File: src/rtl/st7735.sv
// ST7735 128x160 TFT init-and-fill controller.
// Pulses the panel reset, plays the power-up command list over a write-only
// 4-wire SPI link (mode 0, MSB first), streams one frame of a constant
// RGB565 colour, then idles with CS high until the next SYS_RST.
module st7735 #(
   parameter int unsigned CLK_DIV           = 1,
   parameter int unsigned RESET_LOW_CYCLES  = 120,
   parameter int unsigned POST_RESET_CYCLES = 1_440_000,
   parameter int unsigned SWRESET_DELAY     = 1_800_000,
   parameter int unsigned SLPOUT_DELAY      = 6_000_000,
   parameter int unsigned WIDTH             = 128,
   parameter int unsigned HEIGHT            = 160,
   parameter logic [15:0] FILL_COLOR        = 16'hF800
) (
   input  logic SYSTEM_CLK,
   input  logic SYS_RST,
   output logic CS,
   output logic MOSI,
   output logic DC,
   output logic LCD_CLK,
   output logic RESET
);

   localparam int unsigned NPIX  = WIDTH * HEIGHT;
   localparam int unsigned PIX_W = $clog2(NPIX + 1);
   localparam int unsigned DIV_W = (CLK_DIV > 1) ? $clog2(CLK_DIV) : 1;
   localparam int unsigned CNT_W = 32;
   localparam logic [4:0]  LAST_CMD = 5'd17;

   typedef enum logic [2:0] {
      RST_LOW, RST_WAIT, LOAD, SEND, GAP, DELAY, DONE
   } state_t;

   state_t             state;
   logic [CNT_W-1:0]   cnt;
   logic [DIV_W-1:0]   div_cnt;
   logic [2:0]         bit_cnt;
   logic [7:0]         shreg;
   logic [4:0]         idx;
   logic               pix_phase;
   logic               pix_lo;
   logic [PIX_W-1:0]   pix_cnt;
   // Active-high shadows of the active-low pins: an all-zero register
   // state then means "chip deselected, panel out of reset".
   logic               cs_on;
   logic               rst_on;
   logic               sclk;
   logic               mosi_r;
   logic               dc_r;

   logic               cur_dc;
   logic [7:0]         cur_byte;
   logic               need_delay;
   logic               frame_done;
   logic               start_byte;
   logic [CNT_W-1:0]   delay_lim;

   assign CS      = !cs_on;
   assign RESET   = !rst_on;
   assign LCD_CLK = sclk;
   assign MOSI    = mosi_r;
   assign DC      = dc_r;

   // Byte source: command ROM during init, fill colour halves during the frame
   always_comb begin
      cur_dc   = 1'b1;
      cur_byte = 8'h00;
      if (pix_phase) begin
         cur_byte = pix_lo ? FILL_COLOR[7:0] : FILL_COLOR[15:8];
      end else begin
         case (idx)
            5'd0:    begin cur_dc = 1'b0; cur_byte = 8'h01; end
            5'd1:    begin cur_dc = 1'b0; cur_byte = 8'h11; end
            5'd2:    begin cur_dc = 1'b0; cur_byte = 8'h3A; end
            5'd3:    cur_byte = 8'h05;
            5'd4:    begin cur_dc = 1'b0; cur_byte = 8'h36; end
            5'd6:    begin cur_dc = 1'b0; cur_byte = 8'h2A; end
            5'd10:   cur_byte = 8'(WIDTH - 1);
            5'd11:   begin cur_dc = 1'b0; cur_byte = 8'h2B; end
            5'd15:   cur_byte = 8'(HEIGHT - 1);
            5'd16:   begin cur_dc = 1'b0; cur_byte = 8'h29; end
            5'd17:   begin cur_dc = 1'b0; cur_byte = 8'h2C; end
            default: cur_byte = 8'h00;
         endcase
      end
   end

   // Sequencing decisions taken in the gap cycle (idx already points past the sent byte)
   always_comb begin
      need_delay = !pix_phase && (idx == 5'd1 || idx == 5'd2);
      frame_done = pix_phase && (pix_cnt == PIX_W'(NPIX));
      start_byte = (state == LOAD) || (state == GAP && !need_delay && !frame_done);
      delay_lim  = (idx == 5'd1) ? CNT_W'(SWRESET_DELAY) : CNT_W'(SLPOUT_DELAY);
   end

   // Main sequencer: reset pulse, waits, SPI byte shifter and frame counter
   always_ff @(posedge SYSTEM_CLK) begin
      if (SYS_RST) begin
         state     <= RST_LOW;
         cnt       <= '0;
         div_cnt   <= '0;
         bit_cnt   <= '0;
         shreg     <= '0;
         idx       <= '0;
         pix_phase <= 1'b0;
         pix_lo    <= 1'b0;
         pix_cnt   <= '0;
         cs_on     <= 1'b0;
         rst_on    <= 1'b0;
         sclk      <= 1'b0;
         mosi_r    <= 1'b0;
         dc_r      <= 1'b0;
      end else begin
         case (state)
            RST_LOW: begin
               if (cnt == CNT_W'(RESET_LOW_CYCLES)) begin
                  rst_on <= 1'b0;
                  cnt    <= '0;
                  state  <= RST_WAIT;
               end else begin
                  rst_on <= 1'b1;
                  cnt    <= cnt + CNT_W'(1);
               end
            end
            // The rising edge of RESET counts as the first waiting cycle and
            // LOAD as the last, so CS falls exactly POST_RESET_CYCLES later.
            RST_WAIT: begin
               if (cnt + CNT_W'(2) >= CNT_W'(POST_RESET_CYCLES)) begin
                  cnt   <= '0;
                  state <= LOAD;
               end else begin
                  cnt <= cnt + CNT_W'(1);
               end
            end
            SEND: begin
               if (div_cnt == DIV_W'(CLK_DIV - 1)) begin
                  div_cnt <= '0;
                  if (!sclk) begin
                     sclk <= 1'b1;
                  end else begin
                     sclk <= 1'b0;
                     if (bit_cnt == 3'd7) begin
                        cs_on  <= 1'b0;
                        mosi_r <= 1'b0;
                        state  <= GAP;
                        if (pix_phase) begin
                           pix_lo <= !pix_lo;
                           if (pix_lo) pix_cnt <= pix_cnt + PIX_W'(1);
                        end else if (idx == LAST_CMD) begin
                           pix_phase <= 1'b1;
                           pix_lo    <= 1'b0;
                           pix_cnt   <= '0;
                        end else begin
                           idx <= idx + 5'd1;
                        end
                     end else begin
                        bit_cnt <= bit_cnt + 3'd1;
                        shreg   <= {shreg[6:0], 1'b0};
                        mosi_r  <= shreg[6];
                     end
                  end
               end else begin
                  div_cnt <= div_cnt + DIV_W'(1);
               end
            end
            GAP: begin
               if (need_delay) begin
                  cnt   <= '0;
                  state <= DELAY;
               end else if (frame_done) begin
                  state <= DONE;
               end
            end
            // Delay starts the cycle after the gap; LOAD is its last cycle.
            DELAY: begin
               if (cnt + CNT_W'(2) >= delay_lim) begin
                  cnt   <= '0;
                  state <= LOAD;
               end else begin
                  cnt <= cnt + CNT_W'(1);
               end
            end
            DONE: begin
               cs_on <= 1'b0;
               sclk  <= 1'b0;
            end
            default: ;
         endcase

         if (start_byte) begin
            cs_on   <= 1'b1;
            dc_r    <= cur_dc;
            mosi_r  <= cur_byte[7];
            shreg   <= cur_byte;
            div_cnt <= '0;
            bit_cnt <= '0;
            sclk    <= 1'b0;
            state   <= SEND;
         end
      end
   end

endmodule

File: config.mk
export PLATFORM = sky130hd
export DESIGN_NAME = st7735
export DESIGN_NICKNAME = d
export VERILOG_FILES = /design/src/rtl/st7735.sv
export SDC_FILE = /design/constraint.sdc
export NUM_CORES = 1
export LEC_CHECK = 0
export CELL_PAD_IN_SITES_DETAIL_PLACEMENT = 0
export CELL_PAD_IN_SITES_GLOBAL_PLACEMENT = 1
export CORE_AREA = 10 10 97 133
export CTS_CLUSTER_DIAMETER = 30
export DETAILED_ROUTE_END_ITERATION = 6
export DIE_AREA = 0 0 107 143
export GPL_TIMING_DRIVEN = 0
export MAX_ROUTING_LAYER = met4
export PLACE_DENSITY_LB_ADDON = 0.1
export SYNTH_ARGS = -nofsm -noshare
export SYNTH_HDL_FRONTEND = slang
export SYNTH_SLANG_ARGS = --single-unit
File: constraint.sdc
create_clock -name SYSTEM_CLK -period 6.65 [get_ports SYSTEM_CLK]
set_clock_uncertainty 0.1 [all_clocks]
set_input_delay 0.665 -clock SYSTEM_CLK [delete_from_list [all_inputs] [get_ports SYSTEM_CLK]]
set_output_delay 0.665 -clock SYSTEM_CLK [all_outputs]
set_load 0.05 [all_outputs]
==> Word-level counts from Yosys, hierarchy flattened <==
Index checks and enable logic that the tools add are counted.
{ "op_classes": {"div": 0, "muxes": 48, "n_bitwise": 4, "addsub": 6, "n_lt_le_gt_ge": 2, "reduce_logical": 36, "n_eq_ne": 37, "multipliers": 0, "shift": 0} }
{ "ops": {"columns": ["op", "count"], "rows": [
  ["$mux W32", 4],
  ["$pmux W32 S4", 1],
  ["$pmux W8 S11", 1],
  ["$mux W15", 3],
  ["$mux W7", 5],
  ["$add A32 B1 Y32 const B", 1],
  ["$add A32 B2 Y32 const B", 1],
  ["$eq A32 B7 Y1 const B", 1],
  ["$ge A32 B21 Y1 const B", 1],
  ["$ge A32 B23 Y1", 1],
  ["$mux W3", 8],
  ["$mux W23", 1],
  ["$ne A3 B3 Y1 const B", 7],
  ["$mux W1", 19],
  ["$mux W8", 2],
  ["$ne A2 B2 Y1 const B", 8],
  ["$reduce_and A4 Y1", 4],
  ["$reduce_and A8 Y1", 2],
  ["$add A15 B1 Y15 const B", 1],
  ["$eq A15 B15 Y1 const B", 1],
  ["$eq A5 B4 Y1 const B", 3],
  ["$pmux W3 S5", 1],
  ["$eq A3 B3 Y1 const B", 4],
  ["$reduce_and A6 Y1", 2],
  ["other kinds (29)", 51]
]} }
{ "totals": {"latchBits": 0, "n_memories": 0, "out_inout_bits": 5, "register_bits": 73, "word_cells": 148, "input_bits": 2, "rom_bits": 0, "ram_bits": 0} }

==> Logic depth before layout (Yosys ltp) <==
Gate-level depths: netlist of the first run.
{ "depth": {"ltp_word": 9, "mapped_depth": 16, "mapped_depth_nobuf": 15} }

==> Worst setup path before layout of the first run <==
Ideal clock, no wire load.
{ "synth_timing": {"path_type": "register -> register", "start": "register cnt[1]", "end": "register cnt[10]", "stages_incl_launch_ff": 15, "slack_ns": 3.027, "synth_period_minus_slack_ns": 3.623, "required_time_ns": 6.426, "n_path_buf": 1, "arrival_ns": 3.399, "setup_time_ns": 0.124, "cell_sequence": "dfxtp_1 -> ha_1 -> nand3_1 -> nor3_2 -> nand2_1 -> xnor2_1 -> ha_1 -> nand3_1 -> or3_1 -> o311a_4 -> o311ai_4 -> nand3_2 -> buf_6 -> a21oi_2 -> o32ai_1"} }
{ "synth_between": {"elab_chain_cells": 4} }
{ "synth_rtl": {"columns": ["item", "line", "rtl"], "rows": [
  ["start, declared", "35", "logic [CNT_W-1:0] cnt;"],
  ["start signal, assigned", "122", "cnt <= cnt + CNT_W'(1);"],
  ["start signal, assigned", "132", "cnt <= cnt + CNT_W'(1);"],
  ["start signal, assigned", "180", "cnt <= cnt + CNT_W'(1);"],
  ["$add A32 B2 Y32", "128, 176", null],
  ["$ge A32 B23 Y1 / $ge A32 B21 Y1 (equally long branches)", "176, 128", null],
  ["$mux W32 (on tied branches)", "176, 128", null],
  ["$pmux W32 S4 (*)", "114", "case (state)"]
]} }
Every way passes the cells marked *; elsewhere a longest branch is shown, timed or not.
A chain may end at the register's enable or synchronous reset.

==> Final worst setup path of the first run <==
{ "layout_timing": {"start": "register cnt[1]", "end": "register cnt[17]"} }
The elaborated chain is that of the path after synthesis.

==> results.md, run 1 <==
- Worst path max stage delay: roughly 0.58 ns
- Row Count: between 40 and 50
- EDFF count, synth: 0
- Count of final setup violators: 0
- Leakage: about 2.0 nW
- Power per cell area: around 250 nW/µm²
- CTS tree: built
- Initial antenna violation count: 0
- Max_cap viols: 0
- Clk buf depth: 2
- Postcts setup bufs: 0
- TritonCTS Buffers: 9
- Antenna Cells: 0
- Final hold vios: 0
- Initial Utilization: 49.4%
- Post-synth cell types: 74
- Slew Limit Fails: 0
- Routability cong.: just under 1
- Grt ovf: 0
- Num Clock Sinks: approximately 70
- Layout cells sized above 1: just under 10%
- Slowest cell on the critical path: dfxtp_1
- Startpoint Class: register
- R2R setup slack: between 2 and 2.5 ns
- Post-layout net count: 716
- Global-route wire length before repair: about 25,000 µm
- Number of routed nets with antenna violations: 0
- Clk pin slew, worst setup/hold paths: 0.06 ns
- Cell area after synthesis: 5110 µm²
- Die footprint: about 15,000 µm²
- Min-delay src: bit_cnt[2]
- Worst vdd ir: 0.000216 V
- Syn Inst Count: 676
- CP endpoint kind: register
- Ys async rst share: 0%
- Worst Path Required: slightly below 7 ns
- IO Count: 7
- Vias per cell: approximately 6.1
- Hold path cells: 2
- Yosys reg bits: around 70
- Crit path time final: about 4.5 ns
- Area after DPL: approximately 5300 µm²
- Post-route cell area: 5610 µm²
- Post-Syn Nets: 700
- Dpl hpwl: 11,400 µm
- Area grow syn2layout: 9.82%
- Worst-Margin Slew: around 0.73 ns
- Largest net degree at the start of global routing: 15
- Run status: finished, final reports clean
- Hold Slack: between 0.3 and 0.4 ns
- Setup Crit Path Kind: register to register
- Max Fclk: between 0.2 and 0.25 GHz
- Chip width: about 110 µm
- Fin crit share: 68.1%
- GRT Util Overall: between 20% and 30%
- Worst hold path type: register to register
- Buffers on Ports: 5
- DRC Markers: 0
- Drt wl/cell: 18.0 µm
- Slew Limit Headroom: between 50% and 60%
- Vias in the first global route: about 4,900
- Syn avg cell area: roughly 7.6 µm²
- Crit-path cells: ha_1 > nand3_1 > nor3_2 > nand2_1 > xnor2_1 > ha_1 > nand3_1 > or3_1 > o311a_4 > o311ai_4 > nand3_2 > nand2_1 > o32ai_1
- First DRT Iteration DRCs: 372
- Setup TNS: 0 ns
- Most used DFF post-synth: dfxtp_1
- Yosys Warn Count: 0
- Die height: around 140 µm
- Post-CTS Resized: 0
- DR vias: around 5,100
- Hold buffer count at cts: 0
- Fillcell total: 1,075
- Final wirelength: approximately 15,000 µm
- RSZ-0062 raised after global routing: no
- Worst Path Max Fanout: 10
- Endpoint of the worst hold path: bit_cnt[2]
- Worst Reg-to-Reg Cells: 13
- Clk_lat worst skew: 0.34 ns
- Register area share after synthesis: about 28%
- Reg2reg end: cnt[17]
- R2r startpoint: cnt[1]
- Root buf cell: clkbuf_16
- H-Tree Depth: 3
- Core Area: 10,300 µm²
- Worst path arrival time: approximately 4.6 ns
- First drt pass iteration count: 5
[placed cells by master (no fill, tap or decap), types with 9 or more instances in the layout]
cell | Yosys | routed
nand4_1 | 17 | 17
dfxtp_1 | 72 | 72
nor4_1 | 15 | 15
clkbuf_1 | 22 | 22
nor3_1 | 23 | 23
clkbuf_16 | 0 | 9
xor2_1 | 16 | 16
o21ai_0 | 41 | 41
nor2_1 | 74 | 74
xnor2_1 | 19 | 19
a21oi_1 | 38 | 38
nand3_1 | 28 | 28
nand2_1 | 75 | 75
or3_1 | 12 | 12
ha_1 | 22 | 22
inv_1 | 28 | 28
buf_4 | 9 | 9
a211oi_1 | 10 | 10
[flip-flops by register name, indices dropped and copies added, names as in the netlist, 3 cells and up]
name     flops
state        3
idx          5
bit_cnt      3
shreg        7
cnt         32
pix_cnt     15
[worst max-delay path, delay by kind of cell (launching register included)]
kind,cells,cell delay (ns)
fa+ha+maj,2,0.71
flops,1,0.58
compound gates,3,0.98
simple gates,7,1.81
xor+xnor,1,0.20
[kinds of logic after synthesis]
family / Yosys count / share of synthesized area (%)
flip-flops: 72 / 28.2
AND/OR/NAND/NOR: 308 / 31.3
XOR/XNOR: 35 / 6.00
multiplexers: 4 / 0.784
AO/OA/AOI/OAI: 163 / 22.0
adder cells (fa/ha/maj): 22 / 5.39
buffers and inverters: 72 / 6.32
[area by class of cell]
type	count	area [µm²]	area share, %
well taps	138	173	3.08
clock buffers	9	225	4.01
inverters	29	109	1.94
repair buffers	5	50.0	0.892
multi-input cells	532	3340	59.6
plain buffers	43	214	3.81
clock inverters	7	53.8	0.959
flip-flops and latches	72	1440	25.7
[layer usage]
| metal | vias up | part of all wire [%] | global-route usage [%] |
|---|---|---|---|
| li1 | 2494 | - | - |
| met1 | 2394 | 39 | 21.4 |
| met2 | 150 | 52 | 36.4 |
| met3 | 43 | 4.0 | 3.65 |
| met4 | 0 | 4.4 | 9.65 |
| met5 | - | 0 | - |
[Yosys cell counts (all sizes together), types with 4 or more instances]
master  number  area, µm²
o32ai        6       52.6
inv         28        105
o31ai        7       52.6
nor3        25        135
nand4       20        144
nand3       32        188
and4         5       43.8
nand2       78        300
xnor2       19        166
or4          6       48.8
o22ai        8       50.1
clkbuf      23       87.6
and2         7       46.3
mux2i        4       40.0
or3         12       75.1
a31oi        8       65.1
a21oi       40        208
xor2        16        140
dfxtp       72       1440
nor2        74        278
and3         8       50.1
or2          6       37.5
a311oi       4       35.0
o21ai       42        214
nand2b       4       25.0
buf         20        126
a211oi      11       87.6
ha          22        275
nor4        15       93.8
a22oi        4       30.0
[report_power, final]
group | switching, mW | internal, mW
Sequential | 0.0420 | 0.472
Clock | 0.209 | 0.256
Combinational | 0.295 | 0.131
Total | 0.546 | 0.859
[worst max-delay path by stage]
stage | start | endpoint | slack (ns) | cells after the start
after floorplan | cnt[1] | cnt[10] | 3.03 | 14
after global placement | cnt[1] | cnt[17] | 2.23 | 13
after detailed placement | cnt[1] | cnt[17] | 2.22 | 13
after CTS | cnt[1] | cnt[17] | 2.17 | 13
after global routing | cnt[1] | cnt[17] | 1.90 | 13
final | cnt[1] | cnt[17] | 2.12 | 13
[stage by stage]
stage	std cells	setup slack [ns]	total power, mW	util [%]
after CTS	835	2.17	1.41	54.2
after floorplan	676	3.03	0.804	-
final	835	2.12	1.41	54.2
after detailed placement	819	2.22	0.940	51.5
after global placement	819	2.23	0.938	51.5
after global routing	835	1.90	1.48	54.2
Power figures use the tool's default switching activity.
==> run 2: changes to the inputs <==
--- a/config.mk
+++ b/config.mk
@@ -7,10 +7,10 @@
 export LEC_CHECK = 0
 export CELL_PAD_IN_SITES_DETAIL_PLACEMENT = 0
 export CELL_PAD_IN_SITES_GLOBAL_PLACEMENT = 1
-export CORE_AREA = 10 10 97 133
+export CORE_AREA = 10 10 104 142
 export CTS_CLUSTER_DIAMETER = 30
 export DETAILED_ROUTE_END_ITERATION = 6
-export DIE_AREA = 0 0 107 143
+export DIE_AREA = 0 0 114 152
 export GPL_TIMING_DRIVEN = 0
 export MAX_ROUTING_LAYER = met4
 export PLACE_DENSITY_LB_ADDON = 0.1
==> constraint.sdc (replaced) <==
create_clock -name SYSTEM_CLK -period 3.7 [get_ports SYSTEM_CLK]
set_clock_uncertainty 0.1 [all_clocks]
set_input_delay 0.37 -clock SYSTEM_CLK [delete_from_list [all_inputs] [get_ports SYSTEM_CLK]]
set_output_delay 0.37 -clock SYSTEM_CLK [all_outputs]
set_load 0.05 [all_outputs]
==> results.md, run 2 (synthesized netlist as in run 1, its figures left out) <==
- Drt wl/cell: 18.8 µm
- Root buf cell: clkbuf_16
- Worst-Margin Slew: between 0.8 and 0.9 ns
- Slowest cell on the critical path: or4_4
- Initial Utilization: a little over two fifths
- Max Fclk: approximately 0.27 GHz
- Most common cell after layout, fill and taps aside: nor2_1
- Regs by FF count: cnt x32, pix_cnt x15, shreg x7
- DRC Markers: 0
- Worst Setup SP: cnt[1]
- First DRT Iteration DRCs: roughly 210
- Run status: finished, violations left
- Buffers on Ports: 5
- Post-layout net count: approximately 750
- Endpoint of the worst hold path: bit_cnt[2]
- Crit-path cells: buf_6 > nand2_8 > or4_4 > xnor2_4 > ha_4 > nand3_2 > or3_4 > o311a_4 > o311ai_4 > nand3_4 > buf_6 > buf_12 > a21oi_4 > o32ai_2
- Dpl hpwl: 12,100 µm
- Failing checks: negative setup slack
- Setup TNS: -0.149 ns
- Max reg flops: 32
- Slew Limit Headroom: between 40% and 50%
- Layout cells sized above 1: a little under a fifth
- Setup Crit Path Kind: register to register
- Worst hold path type: register to register
- Chip width: ~110 µm
- GRT Util Overall: a little under a fifth
- IO Count: 7
- Most frequent cells in the layout: nor2_1 (73), nand2_1 (72), dfxtp_1 (63)
- DR vias: ~5,300
- Final WS setup: -0.0328 ns
- Leakage: 2.27 nW
- Worst Reg-to-Reg Cells: 14
- Fin crit share: 101%
- Worst Path Required: roughly 3.8 ns
- R2R setup slack: -0.03 ns
- Reg2reg end: cnt[8]
- Post-route cell area: roughly 6200 µm²
- RSZ-0062 raised after global routing: yes
- Final wirelength: about 16,000 µm
- Initial antenna violation count: 0
- First drt pass iteration count: 5
- Crit path time final: around 3.7 ns
- Antenna Cells: 0
- Number of routed nets with antenna violations: 0
- Core Area: 12,300 µm²
- Die height: roughly 150 µm
- R2r startpoint: cnt[1]
- Num Clock Sinks: 72
- Most used cell, CP: buf_6
- Area after DPL: 5350 µm²
- CTS tree: built
- Vias in the first global route: 5,259
- H-Tree Depth: 3
- Vias per cell: between 6 and 7
- Clk_lat worst skew: 0.35 ns
- Max_cap viols: 0
- Hold path cells: 2
- Fin util: 50.8%
- Post-Place Worst Slack: -0.756 ns
- Slew Limit Fails: 0
- Startpoint Class: register
- Global-route wire length before repair: 26,300 µm
- Row Count: 48
- Grt ovf: 0
- Power per cell area: 465 nW/µm²
- TritonCTS Buffers: 9
- Routability cong.: approximately 0.9
- Largest net degree at the start of global routing: 14
- CP delay by family, top: simple AND/OR/NAND/NOR gates
- Clk pin slew, worst setup/hold paths: around 0.070 ns
- Largest register by flop count: cnt
- Worst path arrival time: 3.86 ns
- Fillcell total: around 1,200
- Layout Cells excl Fill: around 880
- Hold buffer count at cts: 0
- Min-delay src: bit_cnt[2]
- Final hold vios: 0
- Placed insts: 831
- Worst path max stage delay: around 0.58 ns
- CP endpoint kind: register
- Area grow syn2layout: 21.8%
- Clk buf depth: 2
- Worst Path Max Fanout: 7
- Die footprint: approximately 17,000 µm²
- Crit path buf inv count: 3
- Count of final setup violators: 7
- Worst vdd ir: approximately 0.00039 V
## run 2: cell types whose count changed in the layout (fill, tap and decap cells not counted), moves of 3 or more
cell / previous run / this run
dfxtp_2: 0 / 8
nand2_1: 75 / 72
nand3_2: 3 / 8
nand3_1: 28 / 21
dfxtp_1: 72 / 63
buf_12: 0 / 3
o21ai_0: 41 / 33
o21ai_1: 0 / 4
buf_4: 9 / 26
ha_1: 22 / 19
buf_6: 1 / 12
o21ai_2: 1 / 5
## run 2: power by group
| part | internal [mW] | switching (mW) |
|---|---|---|
| clock network | 0.564 | 0.366 |
| registers | 0.853 | 0.0821 |
| logic | 0.406 | 0.623 |
## run 2: worst max-delay path by stage
stage               endpoint  cells past startpoint
finish                cnt[8]                     14
global route          cnt[6]                     14
CTS                   cnt[1]                     13
detailed placement   cnt[17]                     13
global placement     cnt[17]                     13
floorplan            cnt[10]                     14
## run 2: per-layer routing
metal  global-route usage [%]  share of wire [%]  vias to the layer above  wire (µm)
met1                     19.0                 38                     2530       6300
met3                     2.88                2.7                       56        447
met5                        -                  0                        -          0
met2                     34.2                 54                      145       8850
li1                         -                  -                     2555          -
met4                     10.7                5.1                        0        843
## run 2: worst register-to-register path, stage by stage, from the launching register on
cell and delay [ns]:
dfxtp_4 0.40, buf_6 0.14, nand2_8 0.06, or4_4 0.58, xnor2_4 0.18, ha_4 0.28
nand3_2 0.07, or3_4 0.38, o311a_4 0.39, o311ai_4 0.38, nand3_4 0.15, buf_6 0.16
buf_12 0.14, a21oi_4 0.12, o32ai_2 0.09
## run 2: final cells by class
type / count / area (µm²) / share of cell area, %
Buffer: 41 / 253 / 4.06
Timing Repair Buffer: 36 / 340 / 5.47
Clock inverter: 5 / 62.6 / 1.01
Tap cell: 150 / 188 / 3.02
Multi-Input combinational cell: 532 / 3560 / 57.3
Inverter: 29 / 109 / 1.75
Sequential cell: 72 / 1460 / 23.4
Clock buffer: 11 / 253 / 4.06
## run 2: metrics by stage
stage | power, mW | hold WS (ns)
final | 2.89 | 0.365
after global routing | 3.02 | 0.380
after CTS | 2.81 | 0.365
after detailed placement | 1.72 | 0.356
after global placement | 1.71 | 0.348
after floorplan | 1.44 | 0.340
## run 2: repair_timing
action | 4_1_cts | 5_1_grt
setup endpoints to repair | 35 | 32
pin swaps | 7 | 24
buffers inserted | 11 | 18
gates resized for setup | 25 | 50
cloned | 1 | 1
==> run 3: changes to the inputs <==
==> constraint.sdc (replaced) <==
create_clock -name SYSTEM_CLK -period 3.4 [get_ports SYSTEM_CLK]
set_clock_uncertainty 0.1 [all_clocks]
set_input_delay 0.34 -clock SYSTEM_CLK [delete_from_list [all_inputs] [get_ports SYSTEM_CLK]]
set_output_delay 0.34 -clock SYSTEM_CLK [all_outputs]
set_load 0.05 [all_outputs]
==> results.md, run 3 (synthesized netlist as in run 1, its figures left out) <==
- Run status: finished, violations left
- Failing checks: negative setup slack
- Clk buf depth: 2
- Grt ovf: 0
- Post-route cell area: ~6400 µm²
- Min-delay src: bit_cnt[2]
- Met1 GRT Util: around 20%
- Leakage: 2.40 nW
- Vias per cell: between 5 and 6
- Power per cell area: roughly 480 nW/µm²
- Slew Limit Fails: 0
- Final wirelength: between 15,000 and 20,000 µm
- Crit path time final: about 3.6 ns
- Area grow syn2layout: 25.0%
- Hold path cells: 2
- Most common cell after layout, fill and taps aside: nand2_1
- Post-layout net count: 756
- Count of final setup violators: 35
- Area after DPL: ~5400 µm²
- Fin util: a little over half
- Number of routed nets with antenna violations: 0
- Initial antenna violation count: 0
- First DRT Iteration DRCs: just under 300
- Routability cong.: around 0.9
- Vias in the first global route: around 5,300
- RSZ-0062 raised after global routing: yes
- Chip width: between 100 and 150 µm
- Met3 Use GR: ~2.5%
- Worst path max stage delay: 0.58 ns
- Setup Crit Path Kind: register to register
- Worst Path Required: between 3 and 4 ns
- Buffers on Ports: 5
- Worst-Margin Slew: around 0.64 ns
- Register area: about 1500 µm²
- Core Area: about 12,000 µm²
- Die height: 152 µm
- Worst Reg-to-Reg Cells: 14
- CTS tree: built
- Dpl hpwl: 12,200 µm
- Fillcell total: about 1,300
- GR Layer Usage met2: between 30% and 40%
- Setup TNS: -4.27 ns
- Most frequent cells in the layout: nand2_1 (72), nor2_1 (70), dfxtp_1 (62)
- Crit path buf inv count: 3
- Fin crit share: 106%
- Max reg flops: 32
- DR vias: about 5,300
- Num Clock Sinks: 72
- Root buf cell: clkbuf_16
- Regs by FF count: cnt x32, pix_cnt x15, shreg x7
- Initial Utilization: a little over two fifths
- Drt wl/cell: roughly 19 µm
- GRT Util Overall: between 10% and 20%
- Startpoint Class: register
- Worst vdd ir: between 0.0002 and 0.00025 V
- Largest net degree at the start of global routing: 15
- Endpoint of the worst hold path: bit_cnt[2]
- Antenna Cells: 0
- Most used cell, CP: buf_6
- Hold buffer count at cts: 0
- TritonCTS Buffers: 9
- GRT busiest layer: met2
- Final WS setup: -0.215 ns
- Max Fclk: around 0.28 GHz
- Reg2reg end: cnt[2]
- Final hold vios: 0
- IO Count: 7
- R2r startpoint: cnt[13]
- Largest register by flop count: cnt
- H-Tree Depth: 3
- CP delay by family, top: simple AND/OR/NAND/NOR gates
- Area occupied by multi-input gates: roughly 3700 µm²
- Hold Slack: between 0.3 and 0.4 ns
- CP endpoint kind: register
- Crit-path cells: buf_6 > nand4_1 > or4_4 > xnor2_4 > ha_4 > nand3_2 > or3_1 > o311a_4 > o311ai_4 > buf_4 > a31oi_4 > buf_6 > nand3b_1 > a31oi_1
- Post-Place Worst Slack: -0.774 ns
- Row Count: 48
- Clk pin slew, worst setup/hold paths: 0.07 ns
- Global-route wire length before repair: between 20,000 and 30,000 µm
- Layout cells sized above 1: 21.6%
- Slowest cell on the critical path: or4_4
- Worst Path Max Fanout: 7
- Clk_lat worst skew: ~0.34 ns
- DRC Markers: 0
- R2R setup slack: -0.21 ns
- First drt pass iteration count: 7
- Die footprint: about 17,000 µm²
- Worst path arrival time: 3.72 ns
- Max_cap viols: 0
- Worst hold path type: register to register
- Slew Limit Headroom: between 50 and 60%
run 3: routing by layer:
layer / part of all wire [%] / vias up
met2: 54 / 150
met4: 4.3 / 0
met1: 38 / 2522
met5: 0 / -
li1: - / 2577
met3: 3.4 / 45
run 3: where the power goes:
group | internal [mW] | switching (mW) | total, mW
logic | 0.452 | 0.682 | 1.13
clock network | 0.504 | 0.415 | 0.919
registers | 0.928 | 0.0896 | 1.02
run 3: worst max path at each step:
stage | slack, ns | endpoint | cells after the start | startpoint
5_1_grt | -0.29 | cnt[25] | 14 | cnt[13]
2_1_floorplan | 0.02 | cnt[10] | 13 | cnt[2]
3_5_place_dp | -0.77 | cnt[17] | 14 | idx[4]
6_report | -0.21 | cnt[2] | 14 | cnt[13]
3_3_place_gp | -0.79 | cnt[17] | 14 | idx[4]
4_1_cts | -0.16 | cnt[10] | 14 | cnt[10]
run 3: timing repair:
action                                  CTS  global route
resized for setup                        60            38
pin swaps                                29            14
buffers inserted                         35             6
cloned                                    1             0
endpoints found under the setup margin   35            37
run 3: metrics by stage:
| stage | power [mW] | std cells |
|---|---|---|
| final | 3.07 | 887 |
| after global routing | 3.20 | 887 |
| after CTS | 3.01 | 881 |
| after detailed placement | 1.88 | 831 |
| after global placement | 1.88 | 831 |
| after floorplan | 1.58 | 676 |
run 3: layout make-up:
type / count / area share (%)
Multi-Input combinational cell: 532 / 57.3
Sequential cell: 72 / 22.8
Timing Repair Buffer: 47 / 6.64
Buffer: 41 / 4.25
Clock buffer: 10 / 3.58
Tap cell: 150 / 2.94
Inverter: 29 / 1.70
Clock inverter: 6 / 0.784
run 3: worst min-delay path: stages (launching register included):
cell	delay (ns)
dfxtp_1	0.31
nand2_1	0.05
a21oi_1	0.05
